**config.mk**
```make
export PLATFORM = sky130hd
export DESIGN_NAME = div_arbiter
export DESIGN_NICKNAME = d
export VERILOG_FILES = /design/src/rtl/div_arbiter_pkg.sv /design/src/rtl/div_arbiter_rr_pick.sv /design/src/rtl/div_arbiter.sv
export SDC_FILE = /design/constraint.sdc
export NUM_CORES = 1
export LEC_CHECK = 0
export ABC_AREA = 0
export CAP_MARGIN = 20
export CORE_UTILIZATION = 35
export DETAILED_ROUTE_END_ITERATION = 10
export PLACE_DENSITY = 0.75
export SKIP_CTS_REPAIR_TIMING = 1
export SYNTH_ARGS = -nofsm -noshare
export SYNTH_HDL_FRONTEND = slang
export SYNTH_SLANG_ARGS = --single-unit
```
**constraint.sdc**
```tcl
create_clock -name clk -period 3.1 [get_ports clk]
set_input_delay 0.31 -clock clk [delete_from_list [all_inputs] [get_ports clk]]
set_output_delay 0.31 -clock clk [all_outputs]
set_load 0.05 [all_outputs]
```
**src/rtl/div_arbiter_pkg.sv**
```systemverilog
// Shared types and constants for the divider arbiter and its round-robin picker.
// Latency: n/a (declarations only).
// Backpressure: n/a.
package div_arbiter_pkg;

  localparam int OPW         = 10;  // divider operand / quotient width
  localparam int ID_W        = 3;   // requester index width (up to 8 requesters)
  localparam int CNT_W       = 8;   // WAIT-state cycle counter width (TIMEOUT <= 255)
  localparam int DEF_TIMEOUT = 64;

  typedef enum logic [1:0] {
    ST_IDLE,
    ST_LAUNCH,
    ST_WAIT,
    ST_RESP
  } state_t;

  // Registered response held while the consumer is not ready.
  typedef struct packed {
    logic [OPW-1:0] q;
    logic           dvz;
    logic           ovf;
    logic           err;
  } rsp_t;

endpackage

```
**src/rtl/div_arbiter_rr_pick.sv**
```systemverilog
// Round-robin pick: first set req bit scanning upward from last_id+1, wrapping at N_REQ.
// Latency: purely combinational.
// Backpressure: none; the caller decides whether the pick is taken.
module rr_pick
  import div_arbiter_pkg::*;
#(
  parameter int N_REQ = 4
) (
  input  logic [N_REQ-1:0] req,
  input  logic [ID_W-1:0]  last_id,
  output logic [N_REQ-1:0] grant,
  output logic [ID_W-1:0]  id,
  output logic             any
);

  // Walk the candidates in priority order; the first live one wins.
  always_comb begin
    grant = '0;
    id    = '0;
    any   = 1'b0;
    for (int k = 1; k <= N_REQ; k++) begin
      for (int j = 0; j < N_REQ; j++) begin
        if (!any && req[j] && (j == (int'(last_id) + k) % N_REQ)) begin
          any      = 1'b1;
          grant[j] = 1'b1;
          id       = ID_W'(j);
        end
      end
    end
  end

endmodule

```
**src/rtl/div_arbiter.sv**
```systemverilog
// Shares one divider among N_REQ requesters, one division in flight, round-robin order.
// Latency: gnt same cycle as pick, div_start next cycle, rsp one cycle after div_valid/timeout.
// Backpressure: rsp held until rsp_ready; no new grant is issued while a result is pending.
module div_arbiter
  import div_arbiter_pkg::*;
#(
  parameter int N_REQ   = 4,
  parameter int TIMEOUT = DEF_TIMEOUT
) (
  input  logic                 clk,
  input  logic                 rst_n,
  input  logic [N_REQ-1:0]     req,
  input  logic [N_REQ*OPW-1:0] req_a,
  input  logic [N_REQ*OPW-1:0] req_b,
  output logic [N_REQ-1:0]     gnt,
  output logic                 div_start,
  output logic                 div_sclr,
  output logic [OPW-1:0]       div_a,
  output logic [OPW-1:0]       div_b,
  input  logic [OPW-1:0]       div_q,
  input  logic                 div_dvz,
  input  logic                 div_ovf,
  input  logic                 div_busy,
  input  logic                 div_valid,
  output logic                 rsp_valid,
  input  logic                 rsp_ready,
  output logic [ID_W-1:0]      rsp_id,
  output logic [OPW-1:0]       rsp_q,
  output logic                 rsp_dvz,
  output logic                 rsp_ovf,
  output logic                 rsp_err
);

  state_t           state, state_nxt;
  logic [ID_W-1:0]  last_id, cap_id, pick_id;
  logic [N_REQ-1:0] pick_grant;
  logic             pick_any;
  logic [OPW-1:0]   op_a, op_b, sel_a, sel_b;
  logic [CNT_W-1:0] wait_cnt;
  logic             rst_done;  // low until the first edge after reset release
  logic             take;
  logic             timeout_hit;
  rsp_t             rsp;

  // Sequencing relies on div_valid alone; busy is informational only.
  logic unused_busy;
  assign unused_busy = div_busy;

  rr_pick #(.N_REQ(N_REQ)) u_pick (
    .req    (req),
    .last_id(last_id),
    .grant  (pick_grant),
    .id     (pick_id),
    .any    (pick_any)
  );

  // Grants are held off for the divider-clear cycle that follows reset.
  assign take        = (state == ST_IDLE) && rst_done && pick_any;
  // div_valid in the final counted cycle takes priority over the timeout.
  assign timeout_hit = (state == ST_WAIT) && !div_valid && (wait_cnt == CNT_W'(TIMEOUT - 1));

  // Select the winning requester's operands.
  always_comb begin
    sel_a = '0;
    sel_b = '0;
    for (int j = 0; j < N_REQ; j++) begin
      if (pick_grant[j]) begin
        sel_a = req_a[j*OPW +: OPW];
        sel_b = req_b[j*OPW +: OPW];
      end
    end
  end

  // State register.
  always_ff @(posedge clk or negedge rst_n) begin
    if (!rst_n) state <= ST_IDLE;
    else        state <= state_nxt;
  end

  // Next-state logic.
  always_comb begin
    state_nxt = state;
    case (state)
      ST_IDLE:   if (take) state_nxt = ST_LAUNCH;
      ST_LAUNCH: state_nxt = ST_WAIT;
      ST_WAIT:   if (div_valid || timeout_hit) state_nxt = ST_RESP;
      ST_RESP:   if (rsp_ready) state_nxt = ST_IDLE;
      default:   state_nxt = ST_IDLE;
    endcase
  end

  // State-decoded outputs; operands are only driven while the divider owns them.
  always_comb begin
    gnt       = take ? pick_grant : '0;
    div_start = (state == ST_LAUNCH);
    div_a     = (state == ST_LAUNCH || state == ST_WAIT) ? op_a : '0;
    div_b     = (state == ST_LAUNCH || state == ST_WAIT) ? op_b : '0;
    rsp_valid = (state == ST_RESP);
  end

  // Operand capture, wait counter, response register, divider clear and round-robin pointer.
  always_ff @(posedge clk or negedge rst_n) begin
    if (!rst_n) begin
      last_id  <= ID_W'(N_REQ - 1);
      cap_id   <= '0;
      op_a     <= '0;
      op_b     <= '0;
      wait_cnt <= '0;
      rst_done <= 1'b0;
      div_sclr <= 1'b0;
      rsp      <= '0;
    end else begin
      rst_done <= 1'b1;
      // A division may have been abandoned by reset, so clear the divider once on the way out.
      div_sclr <= !rst_done || timeout_hit;
      if (take) begin
        op_a   <= sel_a;
        op_b   <= sel_b;
        cap_id <= pick_id;
      end
      if (state == ST_LAUNCH)
        wait_cnt <= '0;
      else if (state == ST_WAIT && !div_valid && !timeout_hit)
        wait_cnt <= wait_cnt + CNT_W'(1);
      if (state == ST_WAIT && div_valid)
        rsp <= '{q: div_q, dvz: div_dvz, ovf: div_ovf, err: 1'b0};
      else if (timeout_hit)
        rsp <= '{q: '0, dvz: 1'b0, ovf: 1'b0, err: 1'b1};
      if (state == ST_RESP && rsp_ready)
        last_id <= cap_id;
    end
  end

  assign rsp_id  = cap_id;
  assign rsp_q   = rsp.q;
  assign rsp_dvz = rsp.dvz;
  assign rsp_ovf = rsp.ovf;
  assign rsp_err = rsp.err;

endmodule

```
* Yosys cells after proc, flatten, opt, wreduce, memory -nomap -nowiden
Index checks and enable logic that the tools add are counted.
** Word-level totals
- Word-level logic and storage cells :: 176
- Bits of input ports :: 101
- Register bits after elaboration :: 49
- Output and inout port bits :: 43
** Operators by class
- Bitwise gates (word level) :: 4
- Reductions and logical operators :: 71
- Muxes and demuxes :: 65
- Add/sub/neg operators :: 5
- Equal/unequal tests :: 19
** Operator list (count)
- $logic_not 32->1 :: 4
- $mux 10 :: 10
- $logic_and 1x1->1 :: 38
- $mux 2 :: 17
- $mux 1 :: 32
- $mux 13 :: 2
- $eq 3x3->1 const A :: 8
- $logic_not 1->1 :: 18
- $mux 8 :: 2
- $eq 2x3->1 const A :: 4
- $add 8x1->8 const B :: 1
- $eq 8x6->1 const B :: 1
- $pmux 2 s4 :: 1
- $reduce_or 2->1 :: 4
- $add 2x1->2 const B :: 2
- $add 2x2->2 const B :: 2
- $and 1x1->1 const A :: 4
- $eq 2x2->1 const B :: 2
- $mux 4 :: 1
- $ne 2x2->1 const B :: 2
- $reduce_bool 2->1 :: 2
- $logic_or 1x1->1 :: 3
- $reduce_and 3->1 :: 1
- $eq 2x1->1 const B :: 1
- 2 further kinds :: 2

* Longest topological paths before layout
- Depth in word-level cells :: 69
- Gate-level depth with buffers :: 8
- Mapped depth without buffers :: 6

* Modules after synthesis
From an unflattened synthesis, not the netlist that was laid out.
** Unflattened totals
- Cell total of the unflattened synthesis :: 336
- Area total of the unflattened synthesis :: 3155.5 µm²
** Modules (own cells, without submodules)
- div_arbiter :: area each 2924.1 µm², seq. area each 1278.7 µm², times used 1, cells an instance 300
- rr_pick :: area each 231.5 µm², seq. area each 0.0 µm², times used 1, cells an instance 36

* Worst setup path before layout
OpenSTA, ideal clock, no wires.
- Kind :: reg2out
- Start :: register last_id[1]
- End :: output port gnt[0]
- Slack :: 0.800 ns
- Arrival :: 1.990 ns
- Buffers on the path :: 2
- Cell stages (with the launch flop) :: 7
- Required time :: 2.790 ns
- Cell sequence :: dfstp_2 buf_2 nor2b_1 o21ai_0 clkbuf_1 nand3_1 nor2_1
** Between the ends
- Word-level cells in the longest chain between the ends :: 68
- Elaborated cells between the ends (all ways) :: 95
- Those cells by class :: 4 x add/sub; 12 x eq/ne; 20 x mux; 4 x bitwise; 55 x reduce/logical
** RTL lines
- start, declared :: RTL line div_arbiter.sv:35 : logic [ID_W-1:0] last_id, cap_id, pick_id;
- start signal, assigned :: RTL line div_arbiter.sv:104 : last_id <= ID_W'(N_REQ - 1);
- start signal, assigned :: RTL line div_arbiter.sv:130 : last_id <= cap_id;
- $add 2x1->2 :: RTL line div_arbiter_rr_pick.sv:23 : if (!any && req[j] && (j == (int'(last_id) + k) % N_REQ)) begin
- $reduce_or 2->1 (no source line)
- $and 1x1->1 (no source line)
- $logic_not 32->1 :: RTL line div_arbiter_rr_pick.sv:23
- $logic_and 1x1->1 :: RTL line div_arbiter_rr_pick.sv:23
- $mux 1 :: RTL line div_arbiter_rr_pick.sv:23
- $logic_not 1->1 :: RTL line div_arbiter_rr_pick.sv:23
- $logic_and 1x1->1 (2 in a row) :: RTL line div_arbiter_rr_pick.sv:23
- [49 not listed]
- $logic_not 1->1 :: RTL line div_arbiter_rr_pick.sv:23
- $logic_and 1x1->1 (2 in a row) :: RTL line div_arbiter_rr_pick.sv:23
- $mux 1 :: RTL line div_arbiter_rr_pick.sv:23
- $logic_not 1->1 :: RTL line div_arbiter_rr_pick.sv:23
- $logic_and 1x1->1 (2 in a row) :: RTL line div_arbiter_rr_pick.sv:23
- $mux 1 :: RTL line div_arbiter_rr_pick.sv:23
- $logic_and 1x1->1 :: RTL line div_arbiter.sv:58 : assign take = (state == ST_IDLE) && rst_done && pick_any;
- $mux 4 (*) :: RTL line div_arbiter.sv:94 : gnt = take ? pick_grant : '0;
- end, declared :: RTL line div_arbiter.sv:15 : output logic [N_REQ-1:0] gnt,
Every way passes the cells marked *; elsewhere a longest branch is shown, timed or not.

* Final worst setup path
- Start :: register state[1]
- End :: output port div_a[4]
** Between the ends
- Word-level cells in the longest chain between the ends :: 3
- Elaborated cells between the ends (all ways) :: 4
- Those cells by class :: 2 x eq/ne; 1 x mux; 1 x reduce/logical
** RTL lines
- start, declared :: RTL line div_arbiter.sv:34 : state_t state, state_nxt;
- start signal, assigned :: RTL line div_arbiter.sv:77 : else state <= state_nxt;
- $eq 2x1->1 / $eq 2x2->1 (equally long branches) :: RTL line div_arbiter.sv:96 : div_a = (state == ST_LAUNCH || state == ST_WAIT) ? op_a : '0;
- $logic_or 1x1->1 (*) :: RTL line div_arbiter.sv:96
- $mux 10 (*) :: RTL line div_arbiter.sv:96
- end, declared :: RTL line div_arbiter.sv:18 : output logic [OPW-1:0] div_a,
Marks and branches as above.

==> impl_metrics.tcl <==
set metrics [dict create \
    fin_cells 564 \
    tightest_slew_ns 0.858 \
    synthAdderAreaFrac_pct 2.38 \
    htreeDepth 2 \
    die_area_um2 9400 \
    ys.flop_type "dfrtp_1" \
    rr_worst_depth 6 \
    leakagePower_nw 1.94 \
    core_um2 8720 \
    grt_pass1_vias 3099 \
    ioPinCount 144 \
    synth_top_family_by_area "compound AO/OA/AOI/OAI gates" \
    synth.area.mux_share_pct 2.54 \
    syn_area_per_cell_um2 9.68 \
    ant_nets 0 \
    diodes 0 \
    synthesis.nets 433 \
    vias_per_cell 5.45 \
    maxCapViolCount 0 \
    portBuffers 141 \
    die_y_um 97.0 \
    totalPowerFinal_mw 5.03 \
    timing.rr.end "op_a[3]" \
    hold_viol 0 \
    clk_latency_ns 0.30 \
    crit_buf_inv 2 \
    fin_crit_sh_pct 90.3 \
    synthXorXnorAreaFrac_pct 1.11 \
    drc 0 \
    nets 562 \
    grt_max_degree 50 \
    yosys.area_share.simple_pct 18.0 \
    drt_iter0_markers 73 \
    async_reset_ff_share_pct 100 \
    ys_ff_latch 49 \
    worstReg2RegStart "state[0]" \
    grt_first_pass_wirelength_mm 14.9 \
    setup_viol 0 \
    rows 34 \
    drt-wirelength-per-cell_um 16.4 \
    critPathMaxFanout 21 \
    fin_setup_tns_ns 0 \
    rsz0062_at_grt "no" \
    gp_congestion 0.836 \
    cts.sinks 49 \
    via_count 3072 \
    crit_chain "inv_1 -> ha_1 -> and2_1 -> clkdlybuf4s50_1" \
    cp_data_required_time_ns 2.79 \
    dp.final_hpwl_mm 7.02 \
    status "finished, final reports clean" \
    n_fill_cell 779 \
    synth-edff-count 0 \
    clock_skew_ns 0.00704 \
    cts_made_buffers 5 \
    yosysSeqAreaShare_pct 38.9 \
    fmax_mhz 357 \
    r2r_setup_slack_ns 0.69 \
    drv_slew 0 \
    dp.cells 554 \
    min_period_ns 2.80 \
    dieWidth_um 97.0 \
    worstSetupPathType "reg -> out" \
    cts_tree "yes" \
    startpoint_type "register" \
    ir_worst_vdd_uv 538 \
    netlist_area_um2 3160 \
    area_delta_synth_final_pct 51.3 \
    hold_path_class "in -> async" \
    preCtsSetupSlack_ns 0.603 \
    crit_arrival_ns 2.49 \
    crit_family "buffers and inverters" \
    antenna_found_initial 0 \
    drive_gt1_share_pct 10.3 \
    synthCells 326 \
    cp-end-kind "output port" \
    grt_usage_pct 19.5 \
    cts.path.max_buffers 2 \
    start_util_pct 36.2 \
    synth_compound_area_share_pct 30.9 \
    grt_overflow 0 \
    wirelength_mm 9.22 \
    cts-root-buf "clkbuf_8" \
    drt_first_pass_iters 4 \
    slowest_stage "clkdlybuf4s50_1" \
    yosysWarnings 0 \
    yosysUniqueCellTypes 48 \
    relSlewSlack_pct 42.4 \
    max_stage_delay_ns 0.81 \
    powerDensity_nw_per_um2 1050 \
    clk_pin_slew_ns 0.09 \
    fin_ws_ns 0.299 \
]
-- stage by stage --
| stage | util, % | area, um^2 | hold slack (ns) |
|---|---|---|---|
| finish | 54.8 | 4780 | 0.494 |
| global route | 54.8 | 4780 | 0.522 |
| CTS | 54.4 | 4750 | 0.256 |
| detailed placement | 53.0 | 4630 | 0.481 |
| global placement | 53.0 | 4630 | 0.483 |
| floorplan | - | 3160 | 0.0144 |
-- layer usage --
| layer | routed length (um) | global-route usage [%] |
|---|---|---|
| met5 | 0 | 0 |
| met4 | 87 | 4.02 |
| met3 | 722 | 5.35 |
| met2 | 4570 | 33.6 |
| met1 | 3840 | 24.4 |
-- placed cells by master, fill, tap and decap left out, types with 6 or more instances in the layout --
cell	n
a31oi_1	21
o41ai_2	8
o41ai_1	12
clkbuf_8	6
nand3_1	23
a22o_1	12
buf_4	16
a22oi_1	20
o21bai_1	21
and2_1	23
inv_1	6
clkdlybuf4s50_1	136
dfrtp_1	47
and3_1	21
nor2_1	18
ha_1	6
-- final cells by class --
type	instances	area, um^2	share of cell area [%]
inverters	6	22.5	0.472
clock inverters	2	37.5	0.786
multi-input cells	238	1750	36.7
clock buffers	6	82.6	1.73
repair buffers	155	1520	31.8
flip-flops and latches	49	1230	25.7
well taps	108	135	2.83
-- power by group --
group | switching, mW | internal, mW | leakage, nW
Clock | 0.217 | 0.263 | 0.0574
Combinational | 2.15 | 1.32 | 1.29
Sequential | 0.165 | 0.915 | 0.592
-- worst reg2reg max path, delay by kind of cell, from the launching register on --
kind                       cells  cell delay (ns)
and+or+nand+nor                1             0.41
adders and majority gates      1             0.18
DFF                            1             0.41
AOI/OAI and AO/OA              2             0.81
buffers and inverters          2             0.44
-- flip-flops by register name, summed over array words and instances, names as in the netlist, 2 cells and up --
| name | cells |
|---|---|
| rsp_id | 2 |
| wait_cnt | 8 |
| op_b | 10 |
| state | 2 |
| last_id | 2 |
| rsp_q | 10 |
| op_a | 10 |
-- worst max-delay path by stage --
| stage | from | to | cells after the start |
|---|---|---|---|
| 2_1_floorplan | last_id[1] | gnt[0] | 6 |
| 3_3_place_gp | req[0] | gnt[1] | 6 |
| 3_5_place_dp | req[0] | gnt[1] | 6 |
| 4_1_cts | state[0] | div_a[4] | 4 |
| 5_1_grt | state[0] | div_a[4] | 4 |
| 6_report | state[1] | div_a[4] | 4 |
-- Yosys cell counts, types with 2 or more instances --
cell type,instances,area [um^2]
o41ai_2,8,130
nand2_1,5,18.8
inv_1,6,22.5
mux2i_1,2,20.0
and3_1,21,131
and2_1,23,144
dfrtp_1,47,1180
buf_6,4,45.0
clkbuf_1,23,86.3
o21ai_0,4,20.0
a22o_1,12,105
a21oi_1,4,20.0
nand3_1,23,115
o21bai_1,21,158
ha_1,6,75.1
nor2_1,18,67.6
mux2_2,4,45.0
nor2b_1,3,18.8
dfstp_2,2,52.6
buf_2,5,25.0
o41ai_1,12,105
nand2b_1,4,25.0
conb_1,2,7.51
a22oi_1,20,150
xnor2_1,4,35.0
a31oi_1,21,131
-- cell families after synthesis --
group	Yosys count
DFF	49
muxes	7
xor gates and xnor gates	4
buffers and inverters	39
other	2
AOI/OAI and AO/OA	115
and+or+nand+nor	104
adders and majority gates	6
Power figures use the tool's default switching activity.
